**config.mk**
```make
export PLATFORM = sky130hd
export DESIGN_NAME = hmmm_ctrl_flat
export DESIGN_NICKNAME = d
export VERILOG_FILES = /design/src/rtl/hmmm_pkg.sv /design/src/rtl/hmmm_ctrl_if.sv /design/src/rtl/hmmm_decode.sv /design/src/rtl/hmmm_ctrl.sv /design/src/flat_wrapper.sv
export SDC_FILE = /design/constraint.sdc
export NUM_CORES = 1
export LEC_CHECK = 0
export CAP_MARGIN = 30
export CORE_MARGIN = 5
export CORE_UTILIZATION = 37
export DETAILED_ROUTE_END_ITERATION = 8
export PLACE_DENSITY = 0.84
export RECOVER_POWER = 100
export SLEW_MARGIN = 20
export SYNTH_ARGS = -nofsm -noshare
export SYNTH_HDL_FRONTEND = slang
export SYNTH_SLANG_ARGS = --single-unit
```
**constraint.sdc**
```tcl
create_clock -name clk -period 1.7 [get_ports clk]
set_input_delay 0.255 -clock clk [delete_from_list [all_inputs] [get_ports clk]]
set_output_delay 0.255 -clock clk [all_outputs]
set_load 0.05 [all_outputs]
```
**src/rtl/hmmm_pkg.sv**
```systemverilog
// Shared constants and types for the Hmmm microsequencer.
package hmmm_pkg;

    localparam logic [3:0] OP_HALT   = 4'h0;
    localparam logic [3:0] OP_SETN   = 4'h1;
    localparam logic [3:0] OP_LOADN  = 4'h2;
    localparam logic [3:0] OP_STOREN = 4'h3;
    localparam logic [3:0] OP_MEMR   = 4'h4;  // loadr / storer, split by rZ
    localparam logic [3:0] OP_ADD    = 4'h6;
    localparam logic [3:0] OP_SUB    = 4'h7;
    localparam logic [3:0] OP_JUMPN  = 4'hB;
    localparam logic [3:0] OP_JEQZN  = 4'hC;

    localparam logic ALU_ADD = 1'b0;
    localparam logic ALU_SUB = 1'b1;

    typedef enum logic [2:0] {
        S_IDLE, S_F0, S_F1, S_DEC, S_E0, S_E1, S_E2, S_HALT
    } state_t;

    typedef enum logic [3:0] {
        C_HALT, C_SETN, C_LOADN, C_STOREN, C_LOADR, C_STORER,
        C_ADD, C_SUB, C_JUMPN, C_JEQZN, C_ILLEGAL
    } iclass_t;

endpackage

```
**src/rtl/hmmm_ctrl_if.sv**
```systemverilog
// Control bundle between the microsequencer (master) and the datapath (slave).
interface hmmm_ctrl_if;

    logic        run;
    logic [15:0] ir_q;
    logic        bus_zero;

    logic        pc_out;
    logic        ram_out;
    logic        ir_out;
    logic        reg_out;
    logic        alu_out;

    logic        mar_in;
    logic        ir_in;
    logic        pc_in;
    logic        pc_inc;
    logic        ram_in;
    logic        reg_in;
    logic        alu_a_in;
    logic        alu_b_in;
    logic        alu_op;
    logic [3:0]  reg_sel;

    logic        halted;
    logic        illegal;

    modport master (
        input  run, ir_q, bus_zero,
        output pc_out, ram_out, ir_out, reg_out, alu_out,
               mar_in, ir_in, pc_in, pc_inc, ram_in, reg_in,
               alu_a_in, alu_b_in, alu_op, reg_sel, halted, illegal
    );

    modport slave (
        output run, ir_q, bus_zero,
        input  pc_out, ram_out, ir_out, reg_out, alu_out,
               mar_in, ir_in, pc_in, pc_inc, ram_in, reg_in,
               alu_a_in, alu_b_in, alu_op, reg_sel, halted, illegal
    );

endinterface

```
**src/rtl/hmmm_decode.sv**
```systemverilog
// Combinational instruction classifier for the IR contents.
module hmmm_decode
    import hmmm_pkg::*;
(
    input  logic [15:0] ir_q,
    output iclass_t     iclass,
    output logic [3:0]  rx,
    output logic [3:0]  ry,
    output logic [3:0]  rz,
    output logic        legal
);

    // Split fields and map the opcode (plus qualifying fields) to a class
    always_comb begin
        rx     = ir_q[11:8];
        ry     = ir_q[7:4];
        rz     = ir_q[3:0];
        iclass = C_ILLEGAL;
        case (ir_q[15:12])
            OP_HALT:   iclass = (ir_q == 16'h0000) ? C_HALT : C_ILLEGAL;
            OP_SETN:   iclass = C_SETN;
            OP_LOADN:  iclass = C_LOADN;
            OP_STOREN: iclass = C_STOREN;
            OP_MEMR: begin
                if (ir_q[3:0] == 4'h0)      iclass = C_LOADR;
                else if (ir_q[3:0] == 4'h1) iclass = C_STORER;
                else                        iclass = C_ILLEGAL;
            end
            OP_ADD:    iclass = C_ADD;
            OP_SUB:    iclass = C_SUB;
            OP_JUMPN:  iclass = (ir_q[11:8] == 4'h0) ? C_JUMPN : C_ILLEGAL;
            OP_JEQZN:  iclass = C_JEQZN;
            default:   iclass = C_ILLEGAL;
        endcase
        legal = (iclass != C_ILLEGAL);
    end

endmodule

```
**src/rtl/hmmm_ctrl.sv**
```systemverilog
// Hmmm microsequencer: fetch, decode, execute with one bus driver per cycle.
module hmmm_ctrl
    import hmmm_pkg::*;
(
    input  logic        clk,
    input  logic        rst,
    hmmm_ctrl_if.master bus
);

    state_t    state, state_nxt, done_state;
    logic      illegal_q, illegal_nxt;
    iclass_t   iclass;
    logic [3:0] rx, ry, rz;
    logic      legal;

    hmmm_decode u_decode (
        .ir_q   (bus.ir_q),
        .iclass (iclass),
        .rx     (rx),
        .ry     (ry),
        .rz     (rz),
        .legal  (legal)
    );

    // State register and sticky illegal flag
    always_ff @(posedge clk) begin
        if (rst) begin
            state     <= S_IDLE;
            illegal_q <= 1'b0;
        end else begin
            state     <= state_nxt;
            illegal_q <= illegal_nxt;
        end
    end

    // Next-state selection; run is only consulted at instruction boundaries
    always_comb begin
        state_nxt   = state;
        illegal_nxt = illegal_q;
        done_state  = bus.run ? S_F0 : S_IDLE;
        case (state)
            S_IDLE: if (bus.run) state_nxt = S_F0;
            S_F0:   state_nxt = S_F1;
            S_F1:   state_nxt = S_DEC;
            S_DEC: begin
                if (iclass == C_HALT) begin
                    state_nxt = S_HALT;
                end else if (!legal) begin
                    state_nxt   = S_HALT;
                    illegal_nxt = 1'b1;
                end else begin
                    state_nxt = S_E0;
                end
            end
            S_E0: begin
                case (iclass)
                    C_SETN, C_JUMPN: state_nxt = done_state;
                    C_JEQZN:         state_nxt = bus.bus_zero ? S_E1 : done_state;
                    default:         state_nxt = S_E1;
                endcase
            end
            S_E1:   state_nxt = (iclass == C_ADD || iclass == C_SUB) ? S_E2 : done_state;
            S_E2:   state_nxt = done_state;
            S_HALT: state_nxt = S_HALT;
            default: state_nxt = S_IDLE;
        endcase
    end

    // Control decode from state and IR; reset masks every output
    always_comb begin
        bus.pc_out   = 1'b0;
        bus.ram_out  = 1'b0;
        bus.ir_out   = 1'b0;
        bus.reg_out  = 1'b0;
        bus.alu_out  = 1'b0;
        bus.mar_in   = 1'b0;
        bus.ir_in    = 1'b0;
        bus.pc_in    = 1'b0;
        bus.pc_inc   = 1'b0;
        bus.ram_in   = 1'b0;
        bus.reg_in   = 1'b0;
        bus.alu_a_in = 1'b0;
        bus.alu_b_in = 1'b0;
        bus.alu_op   = ALU_ADD;
        bus.reg_sel  = '0;
        bus.halted   = 1'b0;
        bus.illegal  = 1'b0;
        if (!rst) begin
            case (state)
                S_F0: begin
                    bus.pc_out = 1'b1;
                    bus.mar_in = 1'b1;
                end
                S_F1: begin
                    bus.ram_out = 1'b1;
                    bus.ir_in   = 1'b1;
                    bus.pc_inc  = 1'b1;
                end
                S_E0: begin
                    case (iclass)
                        C_SETN: begin
                            bus.ir_out  = 1'b1;
                            bus.reg_in  = 1'b1;
                            bus.reg_sel = rx;
                        end
                        C_LOADN, C_STOREN: begin
                            bus.ir_out = 1'b1;
                            bus.mar_in = 1'b1;
                        end
                        C_LOADR, C_STORER: begin
                            bus.reg_out = 1'b1;
                            bus.reg_sel = ry;
                            bus.mar_in  = 1'b1;
                        end
                        C_ADD, C_SUB: begin
                            bus.reg_out  = 1'b1;
                            bus.reg_sel  = ry;
                            bus.alu_a_in = 1'b1;
                        end
                        C_JUMPN: begin
                            bus.ir_out = 1'b1;
                            bus.pc_in  = 1'b1;
                        end
                        C_JEQZN: begin
                            bus.reg_out = 1'b1;
                            bus.reg_sel = rx;
                        end
                        default: ;
                    endcase
                end
                S_E1: begin
                    case (iclass)
                        C_LOADN, C_LOADR: begin
                            bus.ram_out = 1'b1;
                            bus.reg_in  = 1'b1;
                            bus.reg_sel = rx;
                        end
                        C_STOREN, C_STORER: begin
                            bus.reg_out = 1'b1;
                            bus.reg_sel = rx;
                            bus.ram_in  = 1'b1;
                        end
                        C_ADD, C_SUB: begin
                            bus.reg_out  = 1'b1;
                            bus.reg_sel  = rz;
                            bus.alu_b_in = 1'b1;
                        end
                        C_JEQZN: begin
                            bus.ir_out = 1'b1;
                            bus.pc_in  = 1'b1;
                        end
                        default: ;
                    endcase
                end
                S_E2: begin
                    bus.alu_out = 1'b1;
                    bus.reg_in  = 1'b1;
                    bus.reg_sel = rx;
                    bus.alu_op  = (iclass == C_SUB) ? ALU_SUB : ALU_ADD;
                end
                S_HALT: begin
                    bus.halted  = 1'b1;
                    bus.illegal = illegal_q;
                end
                default: ;
            endcase
        end
    end

endmodule

```
**src/flat_wrapper.sv**
```systemverilog
// flat-port wrapper written by rule: the top's interface ports become plain ports
module hmmm_ctrl_flat import hmmm_pkg::*;
  (clk, rst, bus_run, bus_ir_q, bus_bus_zero, bus_pc_out, bus_ram_out, bus_ir_out, bus_reg_out, bus_alu_out, bus_mar_in, bus_ir_in, bus_pc_in, bus_pc_inc, bus_ram_in, bus_reg_in, bus_alu_a_in, bus_alu_b_in, bus_alu_op, bus_reg_sel, bus_halted, bus_illegal);
  hmmm_ctrl_if bus_i ();
  input  logic clk;
  input  logic rst;
  input wire logic [$bits(bus_i.run)-1:0] bus_run;
  input wire logic [$bits(bus_i.ir_q)-1:0] bus_ir_q;
  input wire logic [$bits(bus_i.bus_zero)-1:0] bus_bus_zero;
  output wire logic [$bits(bus_i.pc_out)-1:0] bus_pc_out;
  output wire logic [$bits(bus_i.ram_out)-1:0] bus_ram_out;
  output wire logic [$bits(bus_i.ir_out)-1:0] bus_ir_out;
  output wire logic [$bits(bus_i.reg_out)-1:0] bus_reg_out;
  output wire logic [$bits(bus_i.alu_out)-1:0] bus_alu_out;
  output wire logic [$bits(bus_i.mar_in)-1:0] bus_mar_in;
  output wire logic [$bits(bus_i.ir_in)-1:0] bus_ir_in;
  output wire logic [$bits(bus_i.pc_in)-1:0] bus_pc_in;
  output wire logic [$bits(bus_i.pc_inc)-1:0] bus_pc_inc;
  output wire logic [$bits(bus_i.ram_in)-1:0] bus_ram_in;
  output wire logic [$bits(bus_i.reg_in)-1:0] bus_reg_in;
  output wire logic [$bits(bus_i.alu_a_in)-1:0] bus_alu_a_in;
  output wire logic [$bits(bus_i.alu_b_in)-1:0] bus_alu_b_in;
  output wire logic [$bits(bus_i.alu_op)-1:0] bus_alu_op;
  output wire logic [$bits(bus_i.reg_sel)-1:0] bus_reg_sel;
  output wire logic [$bits(bus_i.halted)-1:0] bus_halted;
  output wire logic [$bits(bus_i.illegal)-1:0] bus_illegal;
  assign bus_i.run = bus_run;
  assign bus_i.ir_q = bus_ir_q;
  assign bus_i.bus_zero = bus_bus_zero;
  assign bus_pc_out = bus_i.pc_out;
  assign bus_ram_out = bus_i.ram_out;
  assign bus_ir_out = bus_i.ir_out;
  assign bus_reg_out = bus_i.reg_out;
  assign bus_alu_out = bus_i.alu_out;
  assign bus_mar_in = bus_i.mar_in;
  assign bus_ir_in = bus_i.ir_in;
  assign bus_pc_in = bus_i.pc_in;
  assign bus_pc_inc = bus_i.pc_inc;
  assign bus_ram_in = bus_i.ram_in;
  assign bus_reg_in = bus_i.reg_in;
  assign bus_alu_a_in = bus_i.alu_a_in;
  assign bus_alu_b_in = bus_i.alu_b_in;
  assign bus_alu_op = bus_i.alu_op;
  assign bus_reg_sel = bus_i.reg_sel;
  assign bus_halted = bus_i.halted;
  assign bus_illegal = bus_i.illegal;
  hmmm_ctrl u_core (.clk(clk), .rst(rst), .bus(bus_i));
endmodule
```
==> run summary, run 1 <==
Outcome -> stopped before the end
Exit stage -> 4_1_cts
First Err -> [ERROR DPL-0038] Utilization greater than 100%, impossible to legalize
Yosys top cell area share -> 9.08%
Synth Net Count -> 157
Ys Warns -> 0
Synth async-reset ratio -> 0%
Initial Utilization -> 39.1%
Setup Buffers After CTS -> 18
Std cell rows -> 17
Die Span Y -> 58.8 µm
Library cells used by synthesis -> 44
Port Buffers -> 39
I/O Pins -> 40
H-tree depth -> 1
Mean post-synth cell area -> 6.44 µm²
Synthesized area -> 882 µm²
Seq/Total Area, Yosys -> 9.08%
Post-CTS Resized -> 145
CTS max path bufs -> 2
Primary FF master, synth -> dfxtp_1
Detailed placement HPWL -> 4.26 mm
Top cells by area, synth -> dfxtp_1 (9.1%), nor2_1 (7.2%), a211oi_1 (6.8%), nand2_1 (5.1%), a32o_1 (4.5%)
Placed instance area -> 2120 µm²
Synth cell count leaders -> nor2_1 (17), nand2_1 (12), a211oi_1 (8)
Inserted Clock Buffers -> 3
Sink Count -> 4
Die Span X -> 58.8 µm
EDFF count, synth -> 0
Synthesis-stage register bit count -> 4
Yosys top cell by area -> dfxtp_1
Placed Cells -> 249
Root buf cell -> clkbuf_4
GPL Wtd Cong -> 0.942
CTS Hold Bufs -> 0
Post-Syn Instances -> 137
Cell with the most instances after synthesis -> nor2_1
-- through the flow --
stage	setup slack, ps	util [%]
after detailed placement	-889	93.9
after global placement	-816	93.9
after floorplan	-323	-
-- cells by family after synthesis --
group / Yosys count / share of synthesized area (%)
simple gates: 71 / 43.3
compound gates: 46 / 39.4
buf+inv: 16 / 8.23
flops: 4 / 9.08
==> inputs of run 2 (changes only) <==
Settings changed: CORE_AREA set to 5 5 66 68, CORE_MARGIN 5 to unset, CORE_UTILIZATION 37 to unset, DIE_AREA set to 0 0 71 73, PLACE_DENSITY 0.84 to unset, PLACE_DENSITY_LB_ADDON set to 0.15.
Clock period 1.7 ns to 2.2 ns, I/O delays scaled along.
==> run summary, run 2 <==
Unrepaired setup endpoints after global routing -> yes
Initial DRT Pass Iterations -> 4
Die Area -> 5180 µm²
Post-Place Setup Slack -> -536 ps
H-tree depth -> 1
Total gr overflow -> 0
Min Tclk post-route -> 2340 ps
CP Class -> input pin to primary output
Outcome -> finished with violations
Core ar. -> 3800 µm²
Ys Warns -> 0
Commonest non-fill, non-tap cell in the layout -> buf_4
Yosys top cell by area -> dfxtp_1
Die Span X -> 71 µm
Final Cell Area -> 2270 µm²
CP max FO -> 4
Root buf cell -> clkbuf_8
Sink Count -> 4
Slack of the critical path -> -145 ps
Synth async-reset ratio -> 0%
Vias per inst -> 5.24
Final hold vios -> 0
Syn-to-layout area delta -> 158%
Std cell rows -> 23
Violated checks -> negative setup slack
Primary FF master, synth -> dfxtp_1
Die Span Y -> 73 µm
GPL Wtd Cong -> 0.844
IR drop worst, VDD -> 0.000384 V
Detailed placement HPWL -> 3.38 mm
Library cells used by synthesis -> 44
Final Non-Filler Cells -> 279
1st-iter DRT viols -> 79
EDFF count, synth -> 0
CTS max path bufs -> 2
Antenna violations before repair -> 0
Placed Cells -> 264
Top reg by flops -> u_core.state
Initial Utilization -> 23.2%
Wirelength per Cell -> 16.1 µm
PD cells -> 416 nW/µm²
Most frequent cells in the layout -> buf_4 (54), buf_12 (18), nor2_1 (12), clkbuf_2 (10), buf_6 (9)
Worst Tran Pin Value -> 430 ps
Synth cell count leaders -> nor2_1 (17), nand2_1 (12), a211oi_1 (8)
Total GRT Usage -> 17.0%
Layout filler cell count -> 345
CP Launch Type -> input pin
Top cells by area, synth -> dfxtp_1 (9.1%), nor2_1 (7.2%), a211oi_1 (6.8%), nand2_1 (5.1%), a32o_1 (4.5%)
First-pass GRT wire length -> 7.22 mm
Ant. Diodes -> 0
F_max -> 426 MHz
Synthesis-stage register bit count -> 4
Max FFs per register -> 3
Wirelength, routed -> 4.50 mm
Worst-path clk slew -> 30 ps
Path category of the worst min-delay check -> flop to flop
Yosys top cell area share -> 9.08%
Port Buffers -> 39
Tot Pwr -> 0.000945 W
Mean post-synth cell area -> 6.44 µm²
Final setup violation count -> 8
Post-Syn Instances -> 137
Final core utilization -> 59.8%
Post-route clock period utilization -> 107%
Max-cap violations -> 0
Clock skew -> 2.73 ps
Placed instance area -> 2000 µm²
Cell with the most instances after synthesis -> nor2_1
Lkg Pwr -> 0.892 nW
Worst-skew pair later-pin latency -> 210 ps
Max-slew violations -> 0
Net count, final -> 251
Worst path required time -> 1870 ps
Critical path arrival -> 2010 ps
Seq/Total Area, Yosys -> 9.08%
CTS Hold Bufs -> 0
CTS tree -> built
Fraction of layout cells with a size suffix above 1 -> 60.7%
Antenna-violating nets left -> 0
Synthesized area -> 882 µm²
Via count -> 1462
Biggest registers after layout -> u_core.state (3), u_core.illegal_q (1)
Drt drc -> 0
Largest net degree at the start of global routing -> 14
Inserted Clock Buffers -> 3
I/O Pins -> 40
Synth Net Count -> 157
Max_slew headroom -> 71.1%
Vias in the first global route -> 1516
Crit end category -> primary output
[run 2: logic make-up (layout without fill, tap and decap cells)]
family	count (synthesis)	after routing	share of synthesized area [%]
buffers and inverters	16	108	8.23
AOI/OAI and AO/OA	46	46	39.4
and+or+nand+nor	71	71	43.3
DFF	4	4	9.08
[run 2: stage by stage]
step           setup TNS (ps)  hold WS, ps
6_report                 -691          477
5_1_grt                 -1190          510
4_1_cts                  -864          476
3_5_place_dp            -5450          469
3_3_place_gp            -4970          452
2_1_floorplan            -207          432
[run 2: cell type report]
| class | count | area, µm² | share of cell area [%] |
|---|---|---|---|
| clock buffer | 3 | 41.3 | 1.82 |
| inverter | 6 | 22.5 | 0.991 |
| multi-input combinational | 117 | 1070 | 46.9 |
| sequential | 4 | 80.1 | 3.52 |
| tap | 50 | 62.6 | 2.75 |
| timing repair buffer | 99 | 1000 | 44.0 |
[run 2: final timing paths]
path	from	slack (ps)	cells past startpoint	end
worst max-delay path	bus_ir_q[11]	-140	8	bus_reg_sel[1]
worst max register to register	u_core.state[0]$_SDFFE_PP0P_	440	5	u_core.state[0]$_SDFFE_PP0P_
worst min-delay path	u_core.illegal_q$_SDFFE_PP0P_	480	2	u_core.illegal_q$_SDFFE_PP0P_
worst min register to register	u_core.illegal_q$_SDFFE_PP0P_	480	2	u_core.illegal_q$_SDFFE_PP0P_
[run 2: repair_timing]
| action | 4_1_cts | 5_1_grt |
|---|---|---|
| setup buffers | 2 | 10 |
| gates resized for setup | 59 | 33 |
| endpoints found under the setup margin | 15 | 15 |
| pin swaps | 18 | 24 |
[run 2: power by group]
group	switching, W	total (W)	internal (W)
Combinational	0.000366	0.000684	0.000318
Clock	0.0000330	0.000149	0.000116
Sequential	0.0000204	0.000111	0.0000909
[run 2: routing by layer]
metal  track usage, %  up-vias  wire length [µm]
met5                0        -                 0
met3             2.20        6               170
li1                 -      710                 -
met1             20.2      706              1830
met4             4.38        0                54
met2             32.0       40              2450
[run 2: worst max-delay path, stage by stage]
cell	delay [ps]
buf_6	100
or4_4	550
a31oi_4	170
and3_4	220
a211oi_4	60
nor2_4	260
o2bb2ai_4	170
buf_12	150
Power figures use the tool's default switching activity.
